<file path="src/rtl/comm_pkg.sv">
// Shared byte/block definitions for the UART <-> AES datapath.
// Used by both the receive buffer and the transmit side.
package comm_pkg;

  localparam int BYTE_W          = 8;
  localparam int BLOCK_W         = 128;
  localparam int BYTES_PER_BLOCK = 16;
  localparam int BYTE_IDX_W      = $clog2(BYTES_PER_BLOCK);

  typedef logic [BLOCK_W-1:0] block_t;
  typedef logic [BYTE_W-1:0]  byte_t;

  // Append a byte at the LSB end so the first byte received ends up as the MSB.
  function automatic block_t shift_in_byte(input block_t blk, input byte_t b);
    return {blk[BLOCK_W-BYTE_W-1:0], b};
  endfunction

endpackage

</file>
<file path="src/rtl/rx_block_buffer_if.sv">
// Byte stream in / block stream out bundle of the receive block buffer.
// master = UART receiver plus AES controller side, slave = the buffer.
interface rx_block_buffer_if;
  import comm_pkg::*;

  byte_t                 rx_data;
  logic                  rx_valid;
  logic                  rx_read;
  block_t                pt;
  logic                  rx_empty;
  logic                  rx_full;
  logic                  rx_overflow;
  logic [BYTE_IDX_W-1:0] byte_count;

  modport master (
    output rx_data, rx_valid, rx_read,
    input  pt, rx_empty, rx_full, rx_overflow, byte_count
  );

  modport slave (
    input  rx_data, rx_valid, rx_read,
    output pt, rx_empty, rx_full, rx_overflow, byte_count
  );

endinterface

</file>
<file path="src/rtl/rx_block_buffer_fifo.sv">
// Generic show-ahead FIFO: head entry is visible on dout, zero when empty.
// A push into a full FIFO is accepted only when a pop happens in the same cycle.
module block_fifo #(
  parameter int WIDTH = 128,
  parameter int DEPTH = 4,
  localparam int AW   = $clog2(DEPTH),
  localparam int CW   = AW + 1
) (
  input  logic             clk,
  input  logic             reset,
  input  logic             push,
  input  logic [WIDTH-1:0] din,
  input  logic             pop,
  output logic             push_accept,
  output logic [WIDTH-1:0] dout,
  output logic             empty,
  output logic             full,
  output logic [CW-1:0]    count
);

  logic [AW-1:0]    wr_ptr_q, wr_ptr_d;
  logic [AW-1:0]    rd_ptr_q, rd_ptr_d;
  logic [CW-1:0]    count_q, count_d;
  logic [WIDTH-1:0] mem_q [DEPTH];
  logic [WIDTH-1:0] mem_d [DEPTH];
  logic             pop_ok;

  always_comb begin
    pop_ok      = pop && (count_q != '0);
    push_accept = push && ((count_q != CW'(DEPTH)) || pop_ok);
    mem_d       = mem_q;
    wr_ptr_d    = wr_ptr_q;
    rd_ptr_d    = rd_ptr_q;
    count_d     = count_q;
    if (push_accept) begin
      mem_d[wr_ptr_q] = din;
      wr_ptr_d        = wr_ptr_q + AW'(1);
    end
    if (pop_ok) begin
      rd_ptr_d = rd_ptr_q + AW'(1);
    end
    if (push_accept && !pop_ok) begin
      count_d = count_q + CW'(1);
    end else if (pop_ok && !push_accept) begin
      count_d = count_q - CW'(1);
    end
  end

  always_ff @(posedge clk or negedge reset) begin
    if (!reset) begin
      wr_ptr_q <= '0;
      rd_ptr_q <= '0;
      count_q  <= '0;
    end else begin
      wr_ptr_q <= wr_ptr_d;
      rd_ptr_q <= rd_ptr_d;
      count_q  <= count_d;
    end
  end

  // Storage is deliberately left out of reset; occupancy alone defines validity.
  always_ff @(posedge clk) begin
    mem_q <= mem_d;
  end

  assign empty = (count_q == '0);
  assign full  = (count_q == CW'(DEPTH));
  assign count = count_q;
  assign dout  = empty ? '0 : mem_q[rd_ptr_q];

endmodule

</file>
<file path="src/rtl/rx_block_buffer.sv">
// Assembles 16 received bytes into a 128-bit block and queues blocks for the
// AES controller; drops blocks on overflow and stale partial blocks on timeout.
module rx_block_buffer
  import comm_pkg::*;
#(
  parameter int DEPTH          = 4,
  parameter int TIMEOUT_CYCLES = 50000
) (
  input logic         clk,
  input logic         reset,
  rx_block_buffer_if.slave bus
);

  localparam int CW     = $clog2(DEPTH) + 1;
  localparam int IDLE_W = $clog2(TIMEOUT_CYCLES);
  localparam logic [IDLE_W-1:0]     IDLE_RELOAD = IDLE_W'(TIMEOUT_CYCLES - 1);
  localparam logic [BYTE_IDX_W-1:0] LAST_IDX    = BYTE_IDX_W'(BYTES_PER_BLOCK - 1);

  block_t                asm_q, asm_d;
  logic [BYTE_IDX_W-1:0] idx_q, idx_d;
  logic [IDLE_W-1:0]     idle_q, idle_d;
  logic                  ovf_q, ovf_d;

  logic                  commit;
  block_t                commit_blk;
  logic                  push_accept;
  block_t                fifo_dout;
  logic                  fifo_empty;
  logic                  fifo_full;
  logic [CW-1:0]         fifo_count;

  always_comb begin
    commit     = bus.rx_valid && (idx_q == LAST_IDX);
    commit_blk = shift_in_byte(asm_q, bus.rx_data);
    asm_d      = asm_q;
    idx_d      = idx_q;
    idle_d     = idle_q;
    ovf_d      = ovf_q || (commit && !push_accept);
    // A byte arriving on the timeout cycle still counts; the byte wins.
    if (bus.rx_valid) begin
      asm_d  = commit ? '0 : commit_blk;
      idx_d  = idx_q + BYTE_IDX_W'(1);
      idle_d = IDLE_RELOAD;
    end else if (idx_q != '0) begin
      if (idle_q == '0) begin
        asm_d  = '0;
        idx_d  = '0;
        idle_d = IDLE_RELOAD;
      end else begin
        idle_d = idle_q - IDLE_W'(1);
      end
    end else begin
      idle_d = IDLE_RELOAD;
    end
  end

  always_ff @(posedge clk or negedge reset) begin
    if (!reset) begin
      asm_q  <= '0;
      idx_q  <= '0;
      idle_q <= IDLE_RELOAD;
      ovf_q  <= 1'b0;
    end else begin
      asm_q  <= asm_d;
      idx_q  <= idx_d;
      idle_q <= idle_d;
      ovf_q  <= ovf_d;
    end
  end

  block_fifo #(
    .WIDTH (BLOCK_W),
    .DEPTH (DEPTH)
  ) u_fifo (
    .clk         (clk),
    .reset       (reset),
    .push        (commit),
    .din         (commit_blk),
    .pop         (bus.rx_read),
    .push_accept (push_accept),
    .dout        (fifo_dout),
    .empty       (fifo_empty),
    .full        (fifo_full),
    .count       (fifo_count)
  );

  occupancy_in_range : assert property (
    @(posedge clk) disable iff (!reset) fifo_count <= CW'(DEPTH)
  );

  assign bus.pt          = fifo_dout;
  assign bus.rx_empty    = fifo_empty;
  assign bus.rx_full     = fifo_full;
  assign bus.rx_overflow = ovf_q;
  assign bus.byte_count  = idx_q;

endmodule

</file>
<file path="src/flat_wrapper.sv">
// flat-port wrapper written by rule: the top's interface ports become plain ports
module rx_block_buffer_flat import comm_pkg::*;
#(
  parameter int DEPTH          = 4,
  parameter int TIMEOUT_CYCLES = 50000
)
  (clk, reset, bus_rx_data, bus_rx_valid, bus_rx_read, bus_pt, bus_rx_empty, bus_rx_full, bus_rx_overflow, bus_byte_count);
  rx_block_buffer_if bus_i ();
  input logic clk;
  input logic reset;
  input wire logic [$bits(bus_i.rx_data)-1:0] bus_rx_data;
  input wire logic [$bits(bus_i.rx_valid)-1:0] bus_rx_valid;
  input wire logic [$bits(bus_i.rx_read)-1:0] bus_rx_read;
  output wire logic [$bits(bus_i.pt)-1:0] bus_pt;
  output wire logic [$bits(bus_i.rx_empty)-1:0] bus_rx_empty;
  output wire logic [$bits(bus_i.rx_full)-1:0] bus_rx_full;
  output wire logic [$bits(bus_i.rx_overflow)-1:0] bus_rx_overflow;
  output wire logic [$bits(bus_i.byte_count)-1:0] bus_byte_count;
  assign bus_i.rx_data = bus_rx_data;
  assign bus_i.rx_valid = bus_rx_valid;
  assign bus_i.rx_read = bus_rx_read;
  assign bus_pt = bus_i.pt;
  assign bus_rx_empty = bus_i.rx_empty;
  assign bus_rx_full = bus_i.rx_full;
  assign bus_rx_overflow = bus_i.rx_overflow;
  assign bus_byte_count = bus_i.byte_count;
  rx_block_buffer #(.DEPTH(DEPTH), .TIMEOUT_CYCLES(TIMEOUT_CYCLES)) u_core (.clk(clk), .reset(reset), .bus(bus_i));
endmodule
</file>
<file path="config.mk">
export PLATFORM = sky130hd
export DESIGN_NAME = rx_block_buffer_flat
export DESIGN_NICKNAME = d
export VERILOG_FILES = /design/src/rtl/comm_pkg.sv /design/src/rtl/rx_block_buffer_if.sv /design/src/rtl/rx_block_buffer_fifo.sv /design/src/rtl/rx_block_buffer.sv /design/src/flat_wrapper.sv
export SDC_FILE = /design/constraint.sdc
export NUM_CORES = 1
export LEC_CHECK = 0
export CORE_AREA = 2 2 253 255
export DETAILED_ROUTE_END_ITERATION = 12
export DIE_AREA = 0 0 255 257
export GPL_TIMING_DRIVEN = 0
export HOLD_SLACK_MARGIN = 0.15
export PLACE_DENSITY_LB_ADDON = 0.15
export SETUP_SLACK_MARGIN = 0.02
export SLEW_MARGIN = 15
export SYNTH_ARGS = -nofsm -noshare
export SYNTH_HDL_FRONTEND = slang
export SYNTH_SLANG_ARGS = --single-unit
export TNS_END_PERCENT = 30
</file>
<file path="constraint.sdc">
create_clock -name clk -period 6.28 [get_ports clk]
set_input_delay 0.628 -clock clk [delete_from_list [all_inputs] [get_ports clk]]
set_output_delay 0.628 -clock clk [all_outputs]
set_load 0.01 [all_outputs]
</file>
# Word level (Yosys, flattened, before mapping)
# Cells that the tools add are included.
[totals] reg_bits=660
[op_classes] n_addsub=6 order_cmp=3 n_eq_ne=3 mux=19 n_bitwise=2 n_reduce_logical=19
[ops] operator="$bwmux W512" n=1
[ops] operator="$mux W128" n=4
[ops] operator="$mux W120" n=4
[ops] operator="$bmux W128 S2" n=1
[ops] operator="$demux W128 S2" n=1
[ops] operator="$mux W16" n=3
[ops] operator="$logic_not A16 Y1" n=1
[ops] operator="$sub A16 B1 Y16 const B" n=1
[ops] operator="$mux W4" n=3
[ops] operator="$logic_and A1 B1 Y1" n=7
[ops] operator="$ge A3 B3 Y1 const B" n=2
[ops] operator="$mux W3" n=2
[ops] operator="$not A2 Y3" n=2
[ops] operator="$reduce_bool A2 Y1" n=3
[ops] operator="$add A2 B1 Y2 const B" n=2
[ops] operator="$add A4 B1 Y4 const B" n=1
[ops] operator="$eq A4 B4 Y1 const B" n=1
[ops] operator="$reduce_bool A4 Y1" n=1
[ops] operator="$add A3 B1 Y3 const B" n=1
[ops] operator="$eq A3 B3 Y1 const B" n=1
[ops] operator="$logic_not A3 Y1" n=1
[ops] operator="$lt A3 B1 Y1 const B" n=1
[ops] operator="$ne A3 B3 Y1 const B" n=1
[ops] operator="$reduce_bool A3 Y1" n=1
[ops] operator="4 further kinds" n=6

# Longest topological paths before layout
# Gate-level depths: netlist (run 1).
[logic_depth] word_depth=8 mapped_depth=9 depth_no_buf=9

# Hierarchy
# A second synthesis (run 1) with hierarchy kept.
[unflattened] hier_cells=1222 hier_area_um2=25032.8
[modules_own_cells] mod="block_fifo" instances=1 cells_per_inst=847 area_each_um2=19735.2
[modules_own_cells] mod="rx_block_buffer" instances=1 cells_per_inst=375 area_each_um2=5297.6

# Worst setup path before layout (run 1)
# Ideal clock, no wire load.
[synth_timing] path_type="input port to flip-flop" from="input bus_rx_valid" to="register u_core.u_fifo.mem_q[0] (netlist name), enable pin" arrival_time_ns=4.266 t_required_ns=5.778 slack_ns=1.512 stages=4 path_cell_list="clkbuf_1 nand4_1 nor2_1 and2_1"
[synth_via] elab_chain_len=2
[synth_lines] element="from (decl)" line="flat_wrapper.sv:12" rtl="input wire logic [$bits(bus_i.rx_valid)-1:0] bus_rx_valid;"
[synth_lines] element="$logic_and A1 B1 Y1" line="rx_block_buffer.sv:33" rtl="commit = bus.rx_valid && (idx_q == LAST_IDX);"
[synth_lines] element="$logic_and A1 B1 Y1" line="rx_block_buffer_fifo.sv:30" rtl="push_accept = push && ((count_q != CW'(DEPTH)) || pop_ok);"
[synth_lines] element="named net u_core.push_accept" line="rx_block_buffer.sv:26" rtl="logic push_accept;"
[synth_lines] element="to (signal assigned)" line="rx_block_buffer_fifo.sv:63" rtl="mem_q <= mem_d;"
[synth_lines] element="to (decl)" line="rx_block_buffer_fifo.sv:24" rtl="logic [WIDTH-1:0] mem_q [DEPTH];"
# The timed path passes the listed nets, and every way through them passes these cells.
# A chain may end at the register's enable or synchronous reset.

# Final worst setup path (run 1)
[layout_timing] from="register u_core.u_fifo.rd_ptr_q[0]" to="output bus_pt[40]"
[layout_via] elab_chain_len=5
[layout_lines] element="from (decl)" line="rx_block_buffer_fifo.sv:22" rtl="logic [AW-1:0] rd_ptr_q, rd_ptr_d;"
[layout_lines] element="from (signal assigned)" line="rx_block_buffer_fifo.sv:56" rtl="rd_ptr_q <= rd_ptr_d;"
[layout_lines] element="$not A2 Y3 (not written as such)" line="rx_block_buffer_fifo.sv:69" rtl="assign dout = empty ? '0 : mem_q[rd_ptr_q];"
[layout_lines] element="$bmux W128 S2" line="rx_block_buffer_fifo.sv:69"
[layout_lines] element="$mux W128 (not written as such) (2 in series)" line="rx_block_buffer_fifo.sv:69"
[layout_lines] element="$mux W128" line="rx_block_buffer_fifo.sv:69"
[layout_lines] element="to (decl)" line="flat_wrapper.sv:14" rtl="output wire logic [$bits(bus_i.pt)-1:0] bus_pt;"
# Every way passes these cells. The select of a mux whose other input is x is not followed.

==> results of run 1 <==
-- power breakdown --
part           leakage [nW]  switching (W)  total, W  internal (W)
clock                  1.07        0.00160   0.00393       0.00233
sequential             6.61       0.000309   0.00538       0.00507
combinational          2.75        0.00168   0.00379       0.00210
-- layer usage --
layer | GRT usage | wire (um) | vias up
met1 | 0.236 | 24100 | 6411
met3 | 0.0303 | 2250 | 76
met5 | 0 | 30 | -
met2 | 0.268 | 26000 | 255
met4 | 0.0473 | 941 | 4
li1 | - | - | 5352
-- kinds of logic (layout without fill, tap and decap cells) --
logic type | count (synthesis) | after routing
and+or+nand+nor | 189 | 189
buffers and inverters | 82 | 366
muxes | 131 | 131
xor gates and xnor gates | 17 | 17
DFF | 660 | 660
AOI/OAI and AO/OA | 131 | 131
adders and majority gates | 10 | 10
-- through the flow --
step | setup slack, ps | hold WS (ps) | util | power, W | setup TNS (ps)
2_1_floorplan | 1510 | 332 | - | 0.00744 | 0
3_3_place_gp | -2380 | 454 | 0.438 | 0.00933 | -1264090
3_5_place_dp | 2610 | 422 | 0.444 | 0.00937 | 0
4_1_cts | 1950 | 365 | 0.479 | 0.0133 | 0
5_1_grt | 1860 | 393 | 0.479 | 0.0137 | 0
6_report | 2070 | 407 | 0.479 | 0.0131 | 0
-- timing repair --
| item | 4_1_cts | 5_1_grt |
|---|---|---|
| setup buffers | 0 | 0 |
| hold buffers | 1 | 0 |
| endpoints found under the hold margin | 91 | 0 |
-- path summary, 6_finish.rpt --
check | end | cells past startpoint | slack [ps] | start
min in group clk | u_core.bus.byte_count[3] | 3 | 460 | bus_rx_valid
hold reg to reg | u_core.idle_q[0] | 1 | 470 | u_core.idle_q[0]
hold / removal | u_core.asm_q[18] | 2 | 410 | reset
setup reg to reg | u_core.u_fifo.count[2] | 9 | 3430 | u_core.u_fifo.count[0]
setup / recovery | bus_pt[40] | 6 | 2070 | u_core.u_fifo.rd_ptr_q[0]
max in group asynchronous | u_core.idle_q[8] | 4 | 4850 | reset
-- Yosys cell counts, types with 2 or more instances --
library cell  number  area (um^2)
nor3_1             2         10.0
nand2_1           13         48.8
xor2_1            10         87.6
dfstp_2            9          236
xnor2_1            7         61.3
buf_6              9          101
edfxtp_1         512        15400
or4_1              2         15.0
buf_1              8         30.0
mux2_2             3         33.8
nor2_1            14         52.6
a31oi_1            2         12.5
nand4_1            3         18.8
dfrtp_1          139         3480
buf_2             12         60.1
inv_1             10         37.5
ha_1               9          113
o31ai_1            3         22.5
nor3b_1            3         22.5
nand2b_1           2         12.5
nand3_1            7         35.0
a22o_1           121         1060
clkbuf_1          43          161
or3_1              3         18.8
mux4_2           128         2880
and2_1           133          832
-- final cells by class --
| cell class | count | area, um^2 |
|---|---|---|
| fillers | 5225 | 32700 |
| flip-flops and latches | 660 | 19100 |
| multi-input cells | 478 | 5480 |
| clock buffers | 104 | 2010 |
| repair buffers | 160 | 1840 |
| well taps | 846 | 1060 |
| plain buffers | 72 | 354 |
| clock inverters | 20 | 171 |
| inverters | 10 | 37.5 |
-- state kept, by name, indices dropped and copies added (netlist names) --
signal                  cells
u_core.idle_q              16
u_core.u_fifo.wr_ptr_q      2
u_core.u_fifo.count         3
u_core.asm_q              120
u_core.u_fifo.mem_q       512
u_core.u_fifo.rd_ptr_q      2
u_core.bus.rx_overflow      1
u_core.bus.byte_count       4
==> out/results.ini, run 1 <==
[outcome]
status = finished clean

[finish]
design_area_um2 = 30000
nets = 1473
drive_gt1_frac = 0.186
final_common_cell = edfxtp_1
area_delta_synth_final_pct = 20.4
n_antenna_cell = 0
final_cell_mix = edfxtp_1, clkdlybuf4s50_1, dfrtp_1, and2_1, mux4_2
stdcell_count = 2350

[power]
ir_worst_vdd_uv = 307
leakage_nw = 10.4
p_per_area_nw_per_um2 = 436

[grt]
grt_first_pass_wirelength_um = 81700
first_global_vias = 12580
grt_overflow = 0
antenna_found_initial = 2
track_usage = 0.168
grt_max_degree = 88

[critical_path]
path_buf_inv = 4
cp-start-kind = flip-flop
critPathSlowestCell = clkbuf_1
max_stage_delay_ps = 660
critPathTopFamily = buffers and inverters
crit_chain = clkbuf_1 -> clkbuf_1 -> buf_2 -> mux4_2 -> and2_1 -> clkdlybuf4s50_1
crit_path_end_kind = primary output
cp.arrival_ps = 3580
required_ps = 5650
critPathKind = reg -> out
cp_common_cell = clkbuf_1
crit_fanout = 10

[place]
io_buffers = 145
gp_congestion = 0.696
dp_hpwl_um = 32400
place_inst = 2225
post_dp_cell_area_um2 = 27800

[synthesis]
synth_nets = 1242
synth_compound_area_frac = 0.0454
synth_flop_cell = edfxtp_1
synth-xor-area-share = 0.00597
synth_fa_ha_area_frac = 0.00532
yosys.area_share.simple = 0.0457
ys_ff_latch = 660
synthCells = 1220
synth_top_family_by_area = multiplexers
synth-edff-count = 512
synthArstFlopShare = 0.224
synth_warnings = 0
ys_seq_area_frac = 0.765
avgSynthCellArea_um2 = 20.5
synth.area.mux_share = 0.117
synth_area_um2 = 25000
yosysUniqueCellTypes = 39

[clock_network]
cts.clk_slew.worst_paths_ps = 60
clock_path_buffers = 3
cts_inserted_buffers = 69
cts_tree = yes
cts_root_buf = clkbuf_16
clkLatencyLatePin_ps = 590
cts.sinks = 660
cts_resized = 0
cts_max_level = 3

[floorplanning]
num_rows = 92
fp.dieW_um = 255
core_area_um2 = 62700
io_pins = 147
dieArea_um2 = 65500
start_util = 0.398
die_h_um = 257

[sta]
worst_pin_slew_ps = 991
fin_skew_ps = 16.9
final_hold_viol_count = 0
relSlewSlack = 0.339
fin_crit_ps = 4210
finalMaxSlewViolations = 0
grt_setup_unrepaired = false
min_period_over_period = 0.670
finalSetupViolCount = 0
max_freq_ghz = 0.238

[detailed_routing]
drc = 0
drt_first_iter_violations = 803
wirelength_um = 53400
ant_nets = 0
wl_per_cell_um = 22.7
vias = 12098
viasPerCell = 5.15
dr.pass1.iters = 5

[job]
maxCapViolCount = 0

[worst_hold_path]
worstHoldPathType = in -> async

Power figures use the tool's default switching activity.
==> run 2, diff against run 1 <==
==> constraint.sdc (replaced) <==
create_clock -name clk -period 4.2 [get_ports clk]
set_input_delay 0.42 -clock clk [delete_from_list [all_inputs] [get_ports clk]]
set_output_delay 0.42 -clock clk [all_outputs]
set_load 0.01 [all_outputs]
==> run 2 against run 1 <==
  * Total power grew 51%
  * Largest power group unchanged
  * Combinational power rose by 50%
  * Sequential power rose by 49%
  * Routed wire length is 0.80% higher
  * Critical path depth fell by 1
  * Clock power grew 55%
  * Non-clock buffer count shrank 1
  * Sequential share of layout area decreased by 0.066 points
  * Global-route usage grew 0.20 points
==> out/results.ini, run 2 (synthesized netlist as in run 1, its figures left out) <==
[place]
io_buffers = 145
place_inst = 2224
gp_congestion = 0.708
dp_hpwl_um = 32500

[sta]
min_period_over_period = 0.907
worst_pin_slew_ps = 957
relSlewSlack = 0.362
tns_ps = 0
fin_crit_ps = 3810
max_freq_ghz = 0.262
finalSetupViolCount = 0
finalMaxSlewViolations = 0
grt_setup_unrepaired = false
final_hold_viol_count = 0
whs_ps = 237
fin_skew_ps = 20.0

[finish]
stdcell_count = 2350
final_cell_mix = edfxtp_1, clkdlybuf4s50_1, dfrtp_1, and2_1, mux4_2
finish.utilization = 0.479
drive_gt1_frac = 0.191
multi_input_area_um2 = 5480
top_register = u_core.u_fifo.mem_q
reg_top3 = u_core.u_fifo.mem_q (512), u_core.asm_q (120), u_core.idle_q (16)
largest_reg_flops = 512
area_delta_synth_final_pct = 20.5
n_antenna_cell = 0
n_fill_cell = 5288
final_common_cell = edfxtp_1
nets = 1471
regArea_um2 = 19100

[detailed_routing]
viasPerCell = 5.14
dr.pass1.iters = 5
ant_nets = 0
wl_per_cell_um = 22.9
drt_first_iter_violations = 818
highest_layer = met5
dr_wl_met2_um = 26500
wl_met3_um = 2760
drc = 0
drt-met1-wl_um = 23500
vias = 12089
wirelength_um = 53800

[critical_path]
critPathKind = reg -> out
required_ps = 3780
r2r_slack_ps = 1390
crit_path_end_kind = primary output
crit_fanout = 10
cp-start-kind = flip-flop
cp.arrival_ps = 3390

[power]
power.total_w = 0.0198
ir_worst_vdd_uv = 393
leakage_nw = 10.5
p_per_area_nw_per_um2 = 658

[clock_network]
cts.sinks = 660
clkLatencyLatePin_ps = 600
cts_root_buf = clkbuf_16
cts_max_level = 3
cts.clk_slew.worst_paths_ps = 60
clock_path_buffers = 3
cts_inserted_buffers = 68
cts_tree = yes
postCtsSetupBuffers = 0

[floorplanning]
die_h_um = 257
core_area_um2 = 62700
start_util = 0.398
fp.dieW_um = 255
num_rows = 92
dieArea_um2 = 65500
io_pins = 147

[grt]
grt_max_degree = 84
grt_first_pass_wirelength_um = 82300
grt_overflow = 0
antenna_found_initial = 2
first_global_vias = 12775
track_usage = 0.169

[outcome]
status = finished clean

[job]
maxCapViolCount = 0

[worst_hold_path]
worstHoldPathType = in -> reg

-- run 2: cell count changes in the layout (fill, tap and decap cells not counted), sizes merged --
cell	before	now
buf	44	43
bufinv	3	6
clkbuf	147	141
clkinv	16	17
clkinvlp	1	0
inv	10	14
-- run 2: final timing paths --
check	start	end	cells past startpoint
min in group asynchronous	reset	u_core.asm_q[10]	2
min	bus_rx_valid	u_core.bus.byte_count[3]	3
max reg2reg	u_core.u_fifo.count[0]	u_core.u_fifo.count[2]	9
max	u_core.u_fifo.rd_ptr_q[1]	bus_pt[14]	5
min reg2reg	u_core.idle_q[0]	u_core.idle_q[0]	1
max in group asynchronous	reset	u_core.idle_q[9]	3
-- run 2: layout make-up --
| cell class | instances | area share |
|---|---|---|
| Sequential cell | 660 | 0.635 |
| Multi-Input combinational cell | 478 | 0.182 |
| Clock buffer | 98 | 0.0648 |
| Timing Repair Buffer | 159 | 0.0597 |
| Tap cell | 846 | 0.0352 |
| Buffer | 72 | 0.0118 |
| Clock inverter | 27 | 0.0103 |
| Inverter | 10 | 0.00125 |
-- run 2: worst max-delay path, stage by stage, from the launching register on --
cell             delay (ps)
dfrtp_1                 350
clkbuf_1                670
clkbuf_1                650
mux4_2                  410
and2_1                  210
clkdlybuf4s50_1         490
-- run 2: repair_timing --
action | 4_1_cts | 5_1_grt
resized for setup | 0 | 2
hold endpoints to repair | 82 | 0
endpoints found under the setup margin | 0 | 1
hold buffers | 1 | 0
-- run 2: power breakdown --
part	switching, W	internal [W]
Clock	0.00246	0.00361
Combinational	0.00253	0.00314
Sequential	0.000460	0.00758
-- run 2: stage by stage --
step | cell area [um^2] | setup WS, ps
floorplan | 25000 | -359
global placement | 27500 | -4310
detailed placement | 27800 | 757
CTS | 30100 | 108
global route | 30100 | 172
finish | 30100 | 390
-- run 2: layer usage --
| metal | global-route usage | up-vias |
|---|---|---|
| met2 | 0.274 | 254 |
| met1 | 0.235 | 6408 |
| li1 | - | 5354 |
| met5 | 0 | - |
| met4 | 0.0497 | 4 |
| met3 | 0.0327 | 69 |
==> run 3, diff against run 2 <==
--- a/config.mk
+++ b/config.mk
@@ -5,6 +5,7 @@
 export SDC_FILE = /design/constraint.sdc
 export NUM_CORES = 1
 export LEC_CHECK = 0
+export ABC_CLOCK_PERIOD_IN_PS = 4200
 export CORE_AREA = 2 2 253 255
 export DETAILED_ROUTE_END_ITERATION = 12
 export DIE_AREA = 0 0 255 257
==> results of run 3 <==
Final layout, timing and power as in run 2 (identical DEF).
